`config.mk`:
```
export PLATFORM = sky130hd
export DESIGN_NAME = spiker_result_writer
export DESIGN_NICKNAME = d
export VERILOG_FILES = /design/src/rtl/spiker_writer_pkg.sv /design/src/rtl/spiker_word_acc.sv /design/src/rtl/spiker_result_writer.sv
export SDC_FILE = /design/constraint.sdc
export NUM_CORES = 2
export LEC_CHECK = 0
export ABC_AREA = 1
export BUFFER_PORTS_ARGS = -buffer_cell sky130_fd_sc_hd__buf_2
export CAP_MARGIN = 15
export CORE_AREA = 2 2 603 605
export DETAILED_ROUTE_END_ITERATION = 10
export DIE_AREA = 0 0 605 607
export PLACE_DENSITY = 0.44
export SYNTH_ARGS = -nofsm -noshare
export SYNTH_HDL_FRONTEND = slang
export SYNTH_SLANG_ARGS = --single-unit
```
`constraint.sdc`:
```
create_clock -name clk_i -period 3.7 [get_ports clk_i]
set_input_delay 0.37 -clock clk_i [delete_from_list [all_inputs] [get_ports clk_i]]
set_output_delay 0.37 -clock clk_i [all_outputs]
set_load 0.05 [all_outputs]
```
`src/rtl/spiker_writer_pkg.sv`:
```
// Shared types for the spike result writer: accumulation mode and FSM state.
package spiker_writer_pkg;

    typedef enum logic {MODE_SNAPSHOT, MODE_OR_ACC} wr_mode_e;
    typedef enum logic {ST_IDLE, ST_ACC} wr_state_e;

endpackage

```
`src/rtl/spiker_word_acc.sv`:
```
// One WIDTH-bit accumulator lane: snapshot load, sticky OR, and zeroing.
module spiker_word_acc #(
    parameter int unsigned WIDTH = 32
) (
    input  logic             clk_i,
    input  logic             rst_ni,
    input  logic             load_i,
    input  logic             or_i,
    input  logic             zero_i,
    input  logic [WIDTH-1:0] data_i,
    output logic [WIDTH-1:0] next_o
);

    logic [WIDTH-1:0] acc_q;

    // Value the lane holds after this sample; also the value a publish captures.
    always_comb begin
        next_o = or_i ? (acc_q | data_i) : data_i;
    end

    always_ff @(posedge clk_i or negedge rst_ni) begin
        if (!rst_ni) begin
            acc_q <= '0;
        end else if (zero_i) begin
            acc_q <= '0;
        end else if (load_i) begin
            acc_q <= next_o;
        end
    end

endmodule

```
`src/rtl/spiker_result_writer.sv`:
```
// Captures the spiking core output over one inference and publishes it into a
// result bank with valid/ack handshake, sticky overflow and a saturating step count.
module spiker_result_writer
    import spiker_writer_pkg::*;
#(
    parameter int unsigned WIDTH      = 32,
    parameter int unsigned N_REG      = 24,
    parameter int unsigned DATA_WIDTH = N_REG * WIDTH,
    parameter int unsigned STEP_W     = 16
) (
    input  logic                  clk_i,
    input  logic                  rst_ni,
    input  logic                  test_mode_i,
    input  logic [DATA_WIDTH-1:0] data_i,
    input  logic                  valid_i,
    input  logic                  last_i,
    input  logic                  mode_i,
    input  logic                  clear_i,
    input  logic                  ack_i,
    output logic [DATA_WIDTH-1:0] result_o,
    output logic                  result_valid_o,
    output logic                  overflow_o,
    output logic [STEP_W-1:0]     steps_o,
    output logic                  busy_o
);

    if (DATA_WIDTH != N_REG * WIDTH) begin : g_bad_width
        $error("spiker_result_writer: DATA_WIDTH must equal N_REG*WIDTH");
    end

    wr_state_e             state_q;
    wr_mode_e              mode_q;
    logic [STEP_W-1:0]     steps_q;
    logic [STEP_W-1:0]     steps_inc;
    logic [STEP_W-1:0]     steps_next;
    logic [DATA_WIDTH-1:0] acc_next;
    logic [DATA_WIDTH-1:0] result_q;
    logic [STEP_W-1:0]     steps_out_q;
    logic                  result_valid_q;
    logic                  overflow_q;
    logic                  publish;
    logic                  or_en;
    logic                  acc_zero;

    always_comb begin
        publish    = valid_i && (last_i || test_mode_i) && !clear_i;
        // The first sample of an inference always loads, whatever the mode.
        or_en      = (state_q == ST_ACC) && (mode_q == MODE_OR_ACC);
        acc_zero   = clear_i || publish;
        steps_inc  = (steps_q == {STEP_W{1'b1}}) ? steps_q : steps_q + 1'b1;
        steps_next = (state_q == ST_IDLE) ? STEP_W'(1) : steps_inc;
    end

    for (genvar w = 0; w < N_REG; w++) begin : g_word
        spiker_word_acc #(
            .WIDTH (WIDTH)
        ) u_word_acc (
            .clk_i  (clk_i),
            .rst_ni (rst_ni),
            .load_i (valid_i),
            .or_i   (or_en),
            .zero_i (acc_zero),
            .data_i (data_i[w*WIDTH +: WIDTH]),
            .next_o (acc_next[w*WIDTH +: WIDTH])
        );
    end

    always_ff @(posedge clk_i or negedge rst_ni) begin
        if (!rst_ni) begin
            state_q        <= ST_IDLE;
            mode_q         <= MODE_SNAPSHOT;
            steps_q        <= '0;
            result_q       <= '0;
            steps_out_q    <= '0;
            result_valid_q <= 1'b0;
            overflow_q     <= 1'b0;
        end else if (clear_i) begin
            state_q        <= ST_IDLE;
            steps_q        <= '0;
            result_q       <= '0;
            steps_out_q    <= '0;
            result_valid_q <= 1'b0;
            overflow_q     <= 1'b0;
        end else begin
            if (valid_i) begin
                if (state_q == ST_IDLE) begin
                    mode_q <= wr_mode_e'(mode_i);
                end
                if (publish) begin
                    state_q <= ST_IDLE;
                    steps_q <= '0;
                end else begin
                    state_q <= ST_ACC;
                    steps_q <= steps_next;
                end
            end
            if (publish) begin
                // An ack in the same cycle frees the bank for the new result.
                if (!result_valid_q || ack_i) begin
                    result_q       <= acc_next;
                    steps_out_q    <= steps_next;
                    result_valid_q <= 1'b1;
                end else begin
                    overflow_q <= 1'b1;
                end
            end else if (ack_i) begin
                result_valid_q <= 1'b0;
            end
        end
    end

    always_comb begin
        result_o       = result_q;
        result_valid_o = result_valid_q;
        overflow_o     = overflow_q;
        steps_o        = steps_out_q;
        busy_o         = (state_q == ST_ACC);
    end

endmodule

```
# Word-level counts from Yosys, hierarchy flattened
# Index checks and enable logic that the tools add are counted.
# Widths: inputs -> output; s select.
op_classes:
  mux: 93
  n_addsub: 1
  n_reduce_logical: 17
  eq_ne: 3
  bitwise: 26
op_table:
  columns: ["cell", "count"]
  rows:
  - ["$mux 32", 72]
  - ["$mux 768", 3]
  - ["$or 32x32->32", 24]
  - ["$mux 16", 8]
  - ["$add 16x1->16 const B", 1]
  - ["$eq 16x16->1 const B", 1]
  - ["$mux 1", 10]
  - ["$reduce_bool 2->1", 4]
  - ["$reduce_and 2->1", 3]
  - ["$logic_and 1x1->1", 3]
  - ["$logic_or 1x1->1", 3]
  - ["$ne 3x2->1 const B", 1]
  - ["$reduce_and 3->1", 1]
  - ["$reduce_bool 3->1", 1]
  - ["$logic_not 1->1", 2]
  - ["$ne 2x2->1 const B", 1]
  - ["$not 1->1", 2]
word_totals:
  inputBits: 776
  output_inout_bits: 787
  elab_cells: 171
  reg_bits: 1572

# Longest topological paths before layout
logic_depth:
  depth_word: 6
  ltp_mapped: 10
  ltp_nobuf: 10

# By module
# From an unflattened synthesis, not the netlist that was laid out.
unflattened:
  hier_cells: 7639
  hier_area_um2: 68225.4
modules_own_cells:
  columns: ["mod", "seq_area_each_um2", "cells_per_inst", "area_per_inst_um2", "instances"]
  rows:
  - ["spiker_word_acc", 800.8, 236, 1639.1, 24]
  - ["spiker_result_writer", 20119.3, 1975, 28887.7, 1]

# Worst setup path before layout
# No wires, ideal clock.
synth_timing:
  path_type: "register -> register"
  start: "register result_valid_q, in the netlist result_valid_o"
  end: "register result_q[569], in the netlist result_o[569]"
  t_arrival_ps: 1730
  path_stages_with_launch: 9
  n_path_buf: 2
  period_less_slack_ps: 1806
  setup_time_ps: 76
  required_time_ps: 3624
  slack_ps: 1894
  path_cell_list: "dfrtp_1 inv_1 nor2_1 o21ai_1 inv_2 buf_2 buf_1 nand2_1 o21ai_1"
synth_between:
  elab_chain_len: 4
synth_lines:
  columns: ["element", "line_no", "rtl"]
  rows:
  - ["from (decl)", "spiker_result_writer.sv:39", "logic result_valid_q;"]
  - ["from (signal assigned)", "spiker_result_writer.sv:75", "result_valid_q <= 1'b0;"]
  - ["from (signal assigned)", "spiker_result_writer.sv:82", "result_valid_q <= 1'b0;"]
  - ["from (signal assigned)", "spiker_result_writer.sv:102", "result_valid_q <= 1'b1;"]
  - ["$logic_not 1->1", "spiker_result_writer.sv:99", "if (!result_valid_q || ack_i) begin"]
  - ["$logic_or 1x1->1", "spiker_result_writer.sv:99", null]
  - ["$reduce_bool 2->1 (no source line)", null, null]
  - ["$reduce_and 2->1 (no source line)", null, null]
  - ["to (signal assigned)", "spiker_result_writer.sv:100", "result_q <= acc_next;"]
  - ["to (decl)", "spiker_result_writer.sv:37", "logic [DATA_WIDTH-1:0] result_q;"]
# Every way passes these cells.
# A chain may end at the register's enable or synchronous reset.

# Worst setup path after layout
layout_timing:
  start: "input port valid_i"
  end: "register g_word[10].u_word_acc.acc_q[15]"
layout_between:
  elab_chain_len: 4
  elab_cells_between_ends: 5
  cone_classes: "mux (1); reduce/logical (4)"
layout_lines:
  columns: ["element", "line_no", "rtl"]
  rows:
  - ["from (decl)", "spiker_result_writer.sv:15", "input logic valid_i,"]
  - ["$logic_and 1x1->1 (2 in a row)", "spiker_result_writer.sv:46", "publish = valid_i && (last_i || test_mode_i) && !clear_i;"]
  - ["$logic_or 1x1->1", "spiker_result_writer.sv:49", "acc_zero = clear_i || publish;"]
  - ["$mux 32 or $reduce_bool 2->1 (tied branches)", null, null]
  - ["to (signal assigned)", "spiker_word_acc.sv:27", "acc_q <= next_o;"]
  - ["to (decl)", "spiker_word_acc.sv:14", "logic [WIDTH-1:0] acc_q;"]
# Several ways; a longest one is shown, not always the timed one.

==> metrics.md <==
| Metric | Value |
|---|---|
| Total iterations of the first detailed-routing run | 5 |
| Grt total ovfl | 0 |
| Worst-case headroom to the max-slew limit | 36.9% |
| Worst-case vdd ir drop | 0.356 mV |
| Total nets after synthesis | 7,613 |
| Final worst setup slack | between 800 and 900 ps |
| Die X | 605 um |
| Final setup violating endpoints | 0 |
| Leakage | 45.4 nW |
| Area delta synth->final | 42.4% |
| Post-route minimum period | between 2000 and 3000 ps |
| DR vias/cell | ~4.0 |
| Pwr/cell area | 477 nW/um^2 |
| Worst path arrival time | 3550 ps |
| Achievable frequency | 0.345 GHz |
| Clock Path Buffers | 4 |
| Clock Skew | 52.7 ps |
| Commonest cells post-synth | dfrtp_1 (1,572), inv_1 (1,562), nand2_1 (859) |
| EDFF count, synth | 0 |
| CTS buffer count | 191 |
| Row count | approximately 220 |
| Pre-CTS setup slack | 1110 ps |
| Synthesized area | ~66,000 sq um |
| Critical Path End Type | flop |
| Final hold violation count | 0 |
| Post-CTS Setup Repair Bufs | 0 |
| Root Driver | clkbuf_16 |
| IO Count | roughly 1,600 |
| Async SR Flop Fraction | 100% |
| Total Routing Usage GR | 15.0% |
| Antenna-violating nets left | 0 |
| Seq/Total Area, Yosys | roughly three fifths |
| Largest stage delay on the critical path | 700 ps |
| CP top delay family | buffers and inverters |
| Post-route cell area | roughly 94,000 sq um |
| Clk slew on worst S/H paths | 60 ps |
| Core Area | around 360,000 sq um |
| DR WL/cell | 20.5 um |
| Port bufs | between 1,500 and 2,000 |
| CP required | 4360 ps |
| Clk sinks | between 1,500 and 2,000 |
| Critical Path, Cell by Cell | dlygate4sd3_1 -> buf_2 -> o21ai_4 -> dlygate4sd3_1 -> nand2_2 -> nor2_4 -> inv_8 -> buf_4 -> o22ai_1 |
| First-pass GRT wire length | around 400,000 um |
| Final period util | 78.2% |
| Synthesis-stage register bit count | about 1,600 |
| Most common cell on crit path | dlygate4sd3_1 |
| Dpl hpwl | 212,000 um |
| Ys flop type | dfrtp_1 |
| DRC violation count after routing | 0 |
| Worst path bufs/invs | 5 |
| Vias in the first global route | 56,800 |
| Total Wirelength | a little under 300,000 um |
| Die Footprint | 367,000 sq um |
| Run status | finished clean |
| Avg Cell Area, Syn | 9.64 sq um |
| Synthesized instance count | approximately 6,800 |
| Chip height | 607 um |
| Post-synth cell types | 28 |
| DR iter-0 viols | 3,607 |
| Htree depth | 4 |
| Slew Limit Fails | 0 |
| CP Launch Type | input pin |
| CP max stage cell | buf_4 |
| Worst skew pair latency | 850 ps |
| Largest net degree at the start of global routing | roughly 130 |
| Setup tns final | 0 ps |
| Tot Pwr | around 45 mW |
| Placer congestion estimate | about 0.83 |
| Worst slew pin tran | 946 ps |
| Crit path max fanout | 60 |
| Unrepaired setup endpoints after global routing | no |
| Share of cells above drive strength 1 | 22.9% |
| Synth area leader | dfrtp_1 |
| Synth area leaders | dfrtp_1 (60%), inv_1 (8.9%), o21bai_1 (8.8%) |
| Synth top area share | 59.7% |
| Yosys warnings | 0 |
| Placed instance area | 79,800 sq um |
| Layout Nets | 9,887 |
| Final Util | 26.0% |
| Initial antenna violation count | 77 |
| Max-cap violations | 0 |
| Worst Hold Class | in -> reg |
| Starting Density | roughly 18% |
| Setup CP Type | in -> reg |
| Leading cell type by number of instances after synthesis | dfrtp_1 |
| Vias post-DR | ~57,000 |
| CTS tree | built |
[sequential cells by signal (all words and copies together), names as in the netlist]
| name | count |
|---|---|
| result_valid_o | 1 |
| steps_q | 16 |
| g_word.u_word_acc.acc_q | 768 |
| overflow_o | 1 |
| result_o | 768 |
| mode_q | 1 |
| busy_o | 1 |
| steps_o | 16 |
[cells by family after synthesis]
| group | Yosys count | share of synthesized area, % |
|---|---|---|
| adder cells (fa/ha/maj) | 1 | 0.0190 |
| AO/OA/AOI/OAI | 2321 | 22.8 |
| multiplexers | 1 | 0.0171 |
| buffers and inverters | 1999 | 11.9 |
| AND/OR/NAND/NOR | 939 | 5.50 |
| flip-flops | 1572 | 59.7 |
| XOR/XNOR | 3 | 0.0399 |
[stage by stage]
stage               hold WS (ps)  std cells
floorplan                   74.4       6836
global placement             459      12900
detailed placement           463      12900
CTS                         9.39      14000
global route                49.5      14100
finish                      81.2      14100
[per-layer routing]
metal,share of wire (%),vias to the layer above,global-route usage [%]
met5,0.12,-,0
li1,-,26700,-
met3,5.7,489,3.38
met4,4.0,54,5.54
met1,41,27900,18.4
met2,49,1465,25.6
[report_power, final]
| group | internal (mW) | switching, mW |
|---|---|---|
| sequential | 18.1 | 0.421 |
| combinational | 2.15 | 5.09 |
| clock | 11.1 | 7.91 |
[final timing paths]
check,from,end,slack [ps],depth (start not counted)
worst max-delay path,valid_i,g_word[10].u_word_acc.acc_q[15]$_DFFE_PN0P_,810,9
worst max register to register,result_valid_o$_DFFE_PN0P_,result_o[196]$_DFFE_PN0P_,1320,6
worst min register to register,result_o[275]$_DFFE_PN0P_,result_o[275]$_DFFE_PN0P_,470,2
worst min-delay path,data_i[381],result_o[381]$_DFFE_PN0P_,80,4
min in group asynchronous,rst_ni,g_word[4].u_word_acc.acc_q[28]$_DFFE_PN0P_,260,2
max in group asynchronous,rst_ni,result_o[335]$_DFFE_PN0P_,2270,3
[placed cells by master (no fill, tap or decap), types with 21 or more instances in the layout]
cell,count
dfrtp_1,1572
inv_1,1562
buf_2,1561
nand2_1,858
dlygate4sd3_1,772
o21bai_1,768
o22ai_1,689
o21ai_1,419
o21ai_0,360
clkbuf_16,192
buf_4,130
o22ai_2,80
buf_12,51
nand3_1,50
clkbuf_1,49
diode_2,47
clkbuf_8,39
clkinv_2,29
nor2_1,21
[layout make-up]
cell class                 count  area, sq um
timing repair buffer        2514        17500
clock inverter                57          701
multi-input combinational   3265        18700
antenna                       47          118
clock buffer                 280         5530
sequential                  1572        39300
inverter                    1566         5910
fill                       39100       267000
tap                         4794         6000
[worst reg2reg max path, stage by stage (launching register included)]
cell and delay (ps):
dfrtp_1 370, inv_1 50, nor2_1 80, nor3_4 620
inv_8 360, buf_12 390, o21ai_0 400
[timing repair]
| item | CTS | global route |
|---|---|---|
| hold endpoints to repair | 1640 | 0 |
| hold buffers | 772 | 0 |
| resized for setup | 0 | 0 |
(Power assumes the default switching activity.)
